--- src/rtl/ddr_cmd_pkg.sv ---
// ---------------------------------------------------------------------------
// ddr_cmd_pkg
// Shared types and constants for the DDR3 command issue stage.
//   ddr_cmd_e      abstract command codes carried on req_cmd
//   RCW_*          {ras_n, cas_n, we_n} pin patterns for each command
//   bank_state_t   per-bank tracking state {open, row, rcd, ras, rp}
//   max4()         helper used to size the timing counters
// ---------------------------------------------------------------------------
package ddr_cmd_pkg;

    typedef enum logic [2:0] {
        CMD_NOP = 3'd0,
        CMD_ACT = 3'd1,
        CMD_RD  = 3'd2,
        CMD_WR  = 3'd3,
        CMD_PRE = 3'd4,
        CMD_REF = 3'd5
    } ddr_cmd_e;

    // {ras_n, cas_n, we_n}
    localparam logic [2:0] RCW_NOP = 3'b111;
    localparam logic [2:0] RCW_ACT = 3'b011;
    localparam logic [2:0] RCW_RD  = 3'b101;
    localparam logic [2:0] RCW_WR  = 3'b100;
    localparam logic [2:0] RCW_PRE = 3'b010;
    localparam logic [2:0] RCW_REF = 3'b001;

    // The struct lives in a package, so its fields are sized for the widest
    // supported configuration; bits above ROW_WIDTH / the counter width
    // simply stay zero.
    localparam int ROW_W_MAX = 16;
    localparam int CNT_W_MAX = 8;

    typedef struct packed {
        logic                 open;
        logic [ROW_W_MAX-1:0] row;
        logic [CNT_W_MAX-1:0] rcd;
        logic [CNT_W_MAX-1:0] ras;
        logic [CNT_W_MAX-1:0] rp;
    } bank_state_t;

    function automatic int max4(input int a, input int b, input int c, input int d);
        int m;
        m = a;
        if (b > m) m = b;
        if (c > m) m = c;
        if (d > m) m = d;
        return m;
    endfunction

    function automatic logic [2:0] cmd_pins(input logic [2:0] cmd);
        case (cmd)
            CMD_ACT: return RCW_ACT;
            CMD_RD:  return RCW_RD;
            CMD_WR:  return RCW_WR;
            CMD_PRE: return RCW_PRE;
            CMD_REF: return RCW_REF;
            default: return RCW_NOP;
        endcase
    endfunction

endpackage

--- src/rtl/ddr_bank_tracker.sv ---
// ---------------------------------------------------------------------------
// ddr_bank_tracker
// Open/closed state and timing counters for a single DDR3 bank.
// Ports:
//   clk_i      clock
//   srst_i     synchronous active-high reset: bank CLOSED, counters 0
//   act_i      legal ACT issued to this bank this cycle
//   pre_i      legal PRE (single or all-bank) issued to this bank this cycle
//   row_i      row address captured on ACT
//   act_ok_o   rp has expired: ACT (and REF, rank-wide) may go
//   rw_ok_o    rcd has expired: RD/WR may go
//   pre_ok_o   ras has expired: PRE may go
//   is_open_o  bank currently holds an open row
// ---------------------------------------------------------------------------
module ddr_bank_tracker
    import ddr_cmd_pkg::*;
#(
    parameter int ROW_WIDTH = 14,
    parameter int T_RCD     = 5,
    parameter int T_RP      = 5,
    parameter int T_RAS     = 15
) (
    input  logic                 clk_i,
    input  logic                 srst_i,
    input  logic                 act_i,
    input  logic                 pre_i,
    input  logic [ROW_WIDTH-1:0] row_i,
    output logic                 act_ok_o,
    output logic                 rw_ok_o,
    output logic                 pre_ok_o,
    output logic                 is_open_o
);

    bank_state_t state_q;
    bank_state_t state_d;

    always_comb begin
        state_d = state_q;

        // Free-running saturating down-counters.
        if (state_q.rcd != '0) state_d.rcd = state_q.rcd - CNT_W_MAX'(1);
        if (state_q.ras != '0) state_d.ras = state_q.ras - CNT_W_MAX'(1);
        if (state_q.rp  != '0) state_d.rp  = state_q.rp  - CNT_W_MAX'(1);

        // Loads use T-1 because the load edge itself is the first cycle
        // after the command appears on the pins.
        if (act_i) begin
            state_d.open = 1'b1;
            state_d.row  = ROW_W_MAX'(row_i);
            state_d.rcd  = CNT_W_MAX'(T_RCD - 1);
            state_d.ras  = CNT_W_MAX'(T_RAS - 1);
        end
        if (pre_i) begin
            state_d.open = 1'b0;
            state_d.rp   = CNT_W_MAX'(T_RP - 1);
        end
    end

    always_ff @(posedge clk_i) begin
        if (srst_i) begin
            state_q <= '0;
        end else begin
            state_q <= state_d;
        end
    end

    assign act_ok_o  = (state_q.rp  == '0);
    assign rw_ok_o   = (state_q.rcd == '0);
    assign pre_ok_o  = (state_q.ras == '0);
    assign is_open_o = state_q.open;

    // The open row is kept for debug visibility; nothing downstream reads it.
    logic unused_row;
    assign unused_row = ^state_q.row;

endmodule

--- src/rtl/ddr_cmd_timing_ctrl.sv ---
// ---------------------------------------------------------------------------
// ddr_cmd_timing_ctrl
// DDR3 command issue stage: takes abstract commands over valid/ready, holds
// them off until per-bank tRCD/tRP/tRAS and per-rank tRFC are satisfied, and
// drives registered DDR pins one cycle after acceptance. Protocol-illegal
// commands are accepted, dropped (pins NOP) and flagged on proto_err.
// Ports:
//   ck_t, reset                 clock, synchronous active-high reset
//   req_valid/req_ready         request handshake (req_ready combinational)
//   req_cmd                     ddr_cmd_e code
//   req_rank, req_ba, req_addr  target rank, bank, row/column (a[10]=PRE-all)
//   cs_n                        per-rank chip selects, active low
//   ras_n, cas_n, we_n          command strobes
//   ba, a                       bank and address bus (hold on NOP)
//   cke                         clock enable, 1 from first cycle after reset
//   proto_err                   one-cycle pulse for an illegal accepted command
// ---------------------------------------------------------------------------
module ddr_cmd_timing_ctrl
    import ddr_cmd_pkg::*;
#(
    parameter int NUM_RANKS = 2,
    parameter int BA_WIDTH  = 3,
    parameter int ROW_WIDTH = 14,
    parameter int T_RCD     = 5,
    parameter int T_RP      = 5,
    parameter int T_RAS     = 15,
    parameter int T_RFC     = 44,
    localparam int RANK_W   = (NUM_RANKS > 1) ? $clog2(NUM_RANKS) : 1
) (
    input  logic                 ck_t,
    input  logic                 reset,
    input  logic                 req_valid,
    output logic                 req_ready,
    input  logic [2:0]           req_cmd,
    input  logic [RANK_W-1:0]    req_rank,
    input  logic [BA_WIDTH-1:0]  req_ba,
    input  logic [ROW_WIDTH-1:0] req_addr,
    output logic [NUM_RANKS-1:0] cs_n,
    output logic                 ras_n,
    output logic                 cas_n,
    output logic                 we_n,
    output logic [BA_WIDTH-1:0]  ba,
    output logic [ROW_WIDTH-1:0] a,
    output logic                 cke,
    output logic                 proto_err
);

    localparam int BANKS = 2 ** BA_WIDTH;
    localparam int CNT_W = $clog2(max4(T_RCD, T_RP, T_RAS, T_RFC) + 1);

    // Per-bank status, one vector per rank.
    logic [BANKS-1:0] act_ok  [NUM_RANKS];
    logic [BANKS-1:0] rw_ok   [NUM_RANKS];
    logic [BANKS-1:0] pre_ok  [NUM_RANKS];
    logic [BANKS-1:0] is_open [NUM_RANKS];

    logic [CNT_W-1:0] rfc_q [NUM_RANKS];

    logic pre_all;
    logic is_cmd;
    logic cmd_ok;
    logic legal;
    logic accept;
    logic issue;
    logic err;
    logic issue_act;
    logic issue_pre;
    logic issue_ref;

    assign pre_all = req_addr[10];

    // -----------------------------------------------------------------------
    // Readiness (timing) and legality (bank state) of the current request
    // -----------------------------------------------------------------------
    always_comb begin
        logic rank_idle;
        logic sel_open;
        rank_idle = (rfc_q[req_rank] == '0);
        sel_open  = is_open[req_rank][req_ba];
        cmd_ok    = 1'b1;
        legal     = 1'b0;
        is_cmd    = 1'b1;
        case (req_cmd)
            CMD_ACT: begin
                cmd_ok = rank_idle && act_ok[req_rank][req_ba];
                legal  = !sel_open;
            end
            CMD_RD, CMD_WR: begin
                cmd_ok = rank_idle && rw_ok[req_rank][req_ba];
                legal  = sel_open;
            end
            CMD_PRE: begin
                cmd_ok = rank_idle && (pre_all ? (&pre_ok[req_rank])
                                               : pre_ok[req_rank][req_ba]);
                legal  = 1'b1;
            end
            CMD_REF: begin
                // act_ok is "rp expired", which is exactly the REF condition.
                cmd_ok = rank_idle && (&act_ok[req_rank]);
                legal  = ~|is_open[req_rank];
            end
            default: begin
                // NOP and unused codes are always taken and never issue.
                is_cmd = 1'b0;
            end
        endcase
    end

    assign req_ready = !reset && cmd_ok;
    assign accept    = req_valid && req_ready;
    assign issue     = accept && is_cmd && legal;
    assign err       = accept && is_cmd && !legal;
    assign issue_act = issue && (req_cmd == CMD_ACT);
    assign issue_pre = issue && (req_cmd == CMD_PRE);
    assign issue_ref = issue && (req_cmd == CMD_REF);

    // -----------------------------------------------------------------------
    // Bank trackers and per-rank refresh counters
    // -----------------------------------------------------------------------
    for (genvar gi = 0; gi < NUM_RANKS; gi++) begin : g_rank
        logic rank_hit;
        assign rank_hit = (req_rank == RANK_W'(gi));

        for (genvar gb = 0; gb < BANKS; gb++) begin : g_bank
            logic bank_hit;
            assign bank_hit = (req_ba == BA_WIDTH'(gb));

            ddr_bank_tracker #(
                .ROW_WIDTH (ROW_WIDTH),
                .T_RCD     (T_RCD),
                .T_RP      (T_RP),
                .T_RAS     (T_RAS)
            ) u_bank (
                .clk_i     (ck_t),
                .srst_i    (reset),
                .act_i     (issue_act && rank_hit && bank_hit),
                .pre_i     (issue_pre && rank_hit && (pre_all || bank_hit)),
                .row_i     (req_addr),
                .act_ok_o  (act_ok[gi][gb]),
                .rw_ok_o   (rw_ok[gi][gb]),
                .pre_ok_o  (pre_ok[gi][gb]),
                .is_open_o (is_open[gi][gb])
            );
        end

        always_ff @(posedge ck_t) begin
            if (reset) begin
                rfc_q[gi] <= '0;
            end else if (issue_ref && rank_hit) begin
                rfc_q[gi] <= CNT_W'(T_RFC - 1);
            end else if (rfc_q[gi] != '0) begin
                rfc_q[gi] <= rfc_q[gi] - CNT_W'(1);
            end
        end
    end

    // -----------------------------------------------------------------------
    // Registered pin interface
    // -----------------------------------------------------------------------
    logic [NUM_RANKS-1:0] cs_n_q,  cs_n_d;
    logic [2:0]           rcw_q,   rcw_d;
    logic [BA_WIDTH-1:0]  ba_q,    ba_d;
    logic [ROW_WIDTH-1:0] a_q,     a_d;
    logic                 cke_q;
    logic                 err_q;

    always_comb begin
        cs_n_d = '1;
        rcw_d  = RCW_NOP;
        ba_d   = ba_q;
        a_d    = a_q;
        if (issue) begin
            cs_n_d[req_rank] = 1'b0;
            rcw_d            = cmd_pins(req_cmd);
            ba_d             = req_ba;
            a_d              = req_addr;
        end
    end

    always_ff @(posedge ck_t) begin
        if (reset) begin
            cs_n_q <= '1;
            rcw_q  <= RCW_NOP;
            ba_q   <= '0;
            a_q    <= '0;
            cke_q  <= 1'b0;
            err_q  <= 1'b0;
        end else begin
            cs_n_q <= cs_n_d;
            rcw_q  <= rcw_d;
            ba_q   <= ba_d;
            a_q    <= a_d;
            cke_q  <= 1'b1;
            err_q  <= err;
        end
    end

    assign cs_n      = cs_n_q;
    assign ras_n     = rcw_q[2];
    assign cas_n     = rcw_q[1];
    assign we_n      = rcw_q[0];
    assign ba        = ba_q;
    assign a         = a_q;
    assign cke       = cke_q;
    assign proto_err = err_q;

endmodule

--- config.mk ---
export PLATFORM = sky130hd
export DESIGN_NAME = ddr_cmd_timing_ctrl
export DESIGN_NICKNAME = d
export VERILOG_FILES = /design/src/rtl/ddr_cmd_pkg.sv /design/src/rtl/ddr_bank_tracker.sv /design/src/rtl/ddr_cmd_timing_ctrl.sv
export SDC_FILE = /design/constraint.sdc
export NUM_CORES = 1
export LEC_CHECK = 0
export ABC_CLOCK_PERIOD_IN_PS = 5700
export CELL_PAD_IN_SITES_DETAIL_PLACEMENT = 0
export CELL_PAD_IN_SITES_GLOBAL_PLACEMENT = 1
export CORE_MARGIN = 2
export CORE_UTILIZATION = 48
export CTS_BUF_LIST = sky130_fd_sc_hd__clkbuf_16
export CTS_CLUSTER_SIZE = 28
export DETAILED_ROUTE_END_ITERATION = 6
export PLACE_DENSITY_LB_ADDON = 0.05
export SLEW_MARGIN = 40
export SYNTH_ARGS = -nofsm -noshare
export SYNTH_HDL_FRONTEND = slang
export SYNTH_SLANG_ARGS = --single-unit
--- constraint.sdc ---
create_clock -name ck_t -period 5.7 [get_ports ck_t]
set_clock_uncertainty 0.05 [all_clocks]
set_input_delay 1.71 -clock ck_t [delete_from_list [all_inputs] [get_ports ck_t]]
set_output_delay 1.71 -clock ck_t [all_outputs]
set_load 0.05 [all_outputs]
==> flow_metrics.env <==
export IMPL_fmax_mhz=180
export IMPL_die_h_um=217
export IMPL_grt_pass1_wl_um=89000
export IMPL_grt_max_degree=63
export IMPL_worst_pin_slew_ns=0.778
export IMPL_syn_inst=2600
export IMPL_critPathKind="in -> out"
export IMPL_worstReg2RegEnd="rfc_q[1][0]$_SDFFCE_PN0P_"
export IMPL_detail_route_first_pass_iterations=5
export IMPL_synth_ff_type="dfxtp_1"
export IMPL_wire_per_inst_um=16.2
export IMPL_ys_async_sr_fraction=0
export IMPL_maxSlewViolCount=0
export IMPL_antenna_found_initial=5
export IMPL_worstSetupEndpointType="output port"
export IMPL_clkTransAtPathRegs_ns=0.06
export IMPL_die_w_um=217
export IMPL_endpoint="req_ready"
export IMPL_whs_ns=0.415
export IMPL_holdCritPathClass="reg -> reg"
export IMPL_start_kind="primary input"
export IMPL_slew_headroom=0.481
export IMPL_synth_top_area_cell="dfxtp_1"
export IMPL_final_core_util=0.559
export IMPL_cp_startpoint="req_ba[0]"
export IMPL_ctsHoldBuffers=0
export IMPL_synth_edf_count=12
export IMPL_clk_latency_ns=0.58
export IMPL_yosysMostFrequentCell="dfxtp_1"
export IMPL_ys_top_cells_by_count="dfxtp_1 (424), nor2_1 (350), nand2_1 (344), nor3_1 (169), xnor2_1 (161)"
export IMPL_critPathRequiredTime_ns=3.94
export IMPL_final_hold_viol_count=0
export IMPL_core_area_mm2=0.0444
export IMPL_syn_cell_area_mm2=0.0217
export IMPL_drc=0
export IMPL_root_buffer="clkbuf_16"
export IMPL_cp_max_fo=6
export IMPL_drive_above_1_share=0.0884
export IMPL_cts_buffer_depth=3
export IMPL_drt_wl_total_um=53900
export IMPL_syn_num_nets=2724
export IMPL_yosys_top_cells_area="dfxtp_1 (39%), xnor2_1 (6.5%), nor2_1 (6.0%), nand2_1 (5.9%), ha_1 (5.8%)"
export IMPL_dieArea_mm2=0.0470
export IMPL_vdd_drop_max_uv=336
export IMPL_arrival_ns=3.79
export IMPL_boundaryPins=49
export IMPL_globalplace_congestion=0.934
export IMPL_grt_pass1_vias=17600
export IMPL_yosysUniqueCellTypes=77
export IMPL_setup_ws_ns=0.145
export IMPL_outcome="finished, final reports clean"
export IMPL_period_needed_ns=5.55
export IMPL_grtUsageTotal=0.232
export IMPL_yosys_area_top_type_share=0.391
export IMPL_reg2reg_from="g_rank[0].g_bank[4].u_bank.state_q[19]$_SDFFE_PP0P_"
export IMPL_grt_overflow_total=0
export IMPL_dp_hpwl_um=39300
export IMPL_hold_depth=2
export IMPL_cts_htree_levels=2
export IMPL_cts_tree="done"
export IMPL_ff2ff_path_depth=9
export IMPL_cts_sinks=436
export IMPL_total_power_mw=16.1
export IMPL_numCtsBuffers=49
export IMPL_portBuffers=48
export IMPL_dpl_worst_slack_ns=-0.117
export IMPL_leakage_nw=10.1
export IMPL_maxCapViolations=0
export IMPL_vias_per_cell=5.38
export IMPL_nets=2825
export IMPL_initial_core_util=0.489
export IMPL_first_iter_violations=1064
export IMPL_ys_ff_latch=436
export IMPL_area_delta_synth_final_pct=14.3
export IMPL_dr_total_vias=17900
export IMPL_layout_worst_path_cycle_share=0.975
export IMPL_yosysSeqAreaShare=0.407
export IMPL_ys_warn_count=0
export IMPL_r2r_slack_ns=1.48
export IMPL_setup_violations=0
export IMPL_syn_avg_cell_area_um2=8.36
export IMPL_ant_nets=0
export IMPL_fp_row_count=77
export IMPL_powerDensity_mw_per_mm2=649
export IMPL_rsz0062_at_grt="no"
==> through the flow <==
stage                     std cells  area, µm²  TNS [ns]
after detailed placement       3237      23200    -0.117
after global routing           3332      24800         0
after CTS                      3331      24800         0
final                          3332      24800         0
after global placement         3237      23200    -0.153
after floorplan                2600      21800         0
==> sequential cells by signal (all words and copies together), names as in the netlist <==
| signal | count |
|---|---|
| g_rank.g_bank.u_bank.state_q | 384 |
| proto_err | 1 |
| a | 14 |
| rcw_q | 3 |
| rfc_q | 12 |
| cs_n | 2 |
| ba | 3 |
| g_rank.g_bank.u_bank.is_open_o | 16 |
| cke | 1 |
==> how the worst min path moves through the flow <==
stage	from	to	slack, ns
after global placement	g_rank[0].g_bank[0].u_bank.is_open_o$_SDFFE_PP0P_	g_rank[0].g_bank[0].u_bank.is_open_o$_SDFFE_PP0P_	0.40
after detailed placement	g_rank[0].g_bank[0].u_bank.is_open_o$_SDFFE_PP0P_	g_rank[0].g_bank[0].u_bank.is_open_o$_SDFFE_PP0P_	0.41
final	g_rank[0].g_bank[0].u_bank.is_open_o$_SDFFE_PP0P_	g_rank[0].g_bank[0].u_bank.is_open_o$_SDFFE_PP0P_	0.41
after CTS	g_rank[0].g_bank[0].u_bank.is_open_o$_SDFFE_PP0P_	g_rank[0].g_bank[0].u_bank.is_open_o$_SDFFE_PP0P_	0.42
after floorplan	g_rank[1].g_bank[3].u_bank.is_open_o$_SDFFE_PP0P_	g_rank[1].g_bank[3].u_bank.is_open_o$_SDFFE_PP0P_	0.39
after global routing	a[0]$_SDFFE_PP0N_	a[0]$_SDFFE_PP0N_	0.44
==> critical path, stage by stage <==
cell           delay, ns
dlygate4sd2_1       0.28
buf_6               0.15
nor2b_1             0.14
buf_4               0.15
o41a_1              0.10
a2111o_1            0.36
a221o_1             0.34
o2111ai_2           0.11
nor2_2              0.09
o22ai_4             0.19
buf_6               0.19
==> report_power, final <==
part	switching, mW	internal [mW]
Clock	1.25	1.84
Combinational	4.24	3.44
Sequential	1.08	4.27
==> cell type report <==
cell class | count | area [µm²]
Antenna cell | 1 | 2.50
Inverter | 140 | 526
Fill cell | 4161 | 19600
Sequential cell | 436 | 8850
Clock buffer | 51 | 1280
Tap cell | 592 | 741
Multi-Input combinational cell | 1935 | 12000
Timing Repair Buffer | 139 | 1170
Clock inverter | 38 | 300
==> cells in the final DEF (no fill, tap or decap), types with 23 or more instances in the layout <==
cell type / count
a21oi_1: 141
mux2_2: 23
clkbuf_16: 51
buf_4: 87
nor3_1: 169
nand3_1: 75
nor2_1: 350
nor4_1: 81
xnor2_1: 161
xor2_1: 102
or4_1: 23
dfxtp_1: 424
inv_1: 147
o21ai_0: 53
nand2_1: 344
nor3b_1: 26
ha_1: 100
clkdlybuf4s50_1: 43
a211oi_1: 32
==> kinds of logic after synthesis <==
| logic type | synth area share |
|---|---|
| AOI/OAI and AO/OA | 0.101 |
| xor gates and xnor gates | 0.106 |
| adders and majority gates | 0.0576 |
| muxes | 0.0257 |
| buffers and inverters | 0.0435 |
| DFF | 0.407 |
| and+or+nand+nor | 0.259 |
==> per-layer routing <==
metal  routed length, µm  up-vias  track usage
met3                2720      103       0.0408
met1               24900     8418        0.303
li1                    -     9107            -
met5                  38        -            0
met4                1600        6       0.0826
met2               24600      305        0.386
==> repair_timing <==
item                       CTS  global route
gates resized for setup      7             1
buffers inserted             3             0
cloned                       2             0
setup endpoints to repair    1             1
pin swaps                    1             1
(Power assumes the default switching activity.)
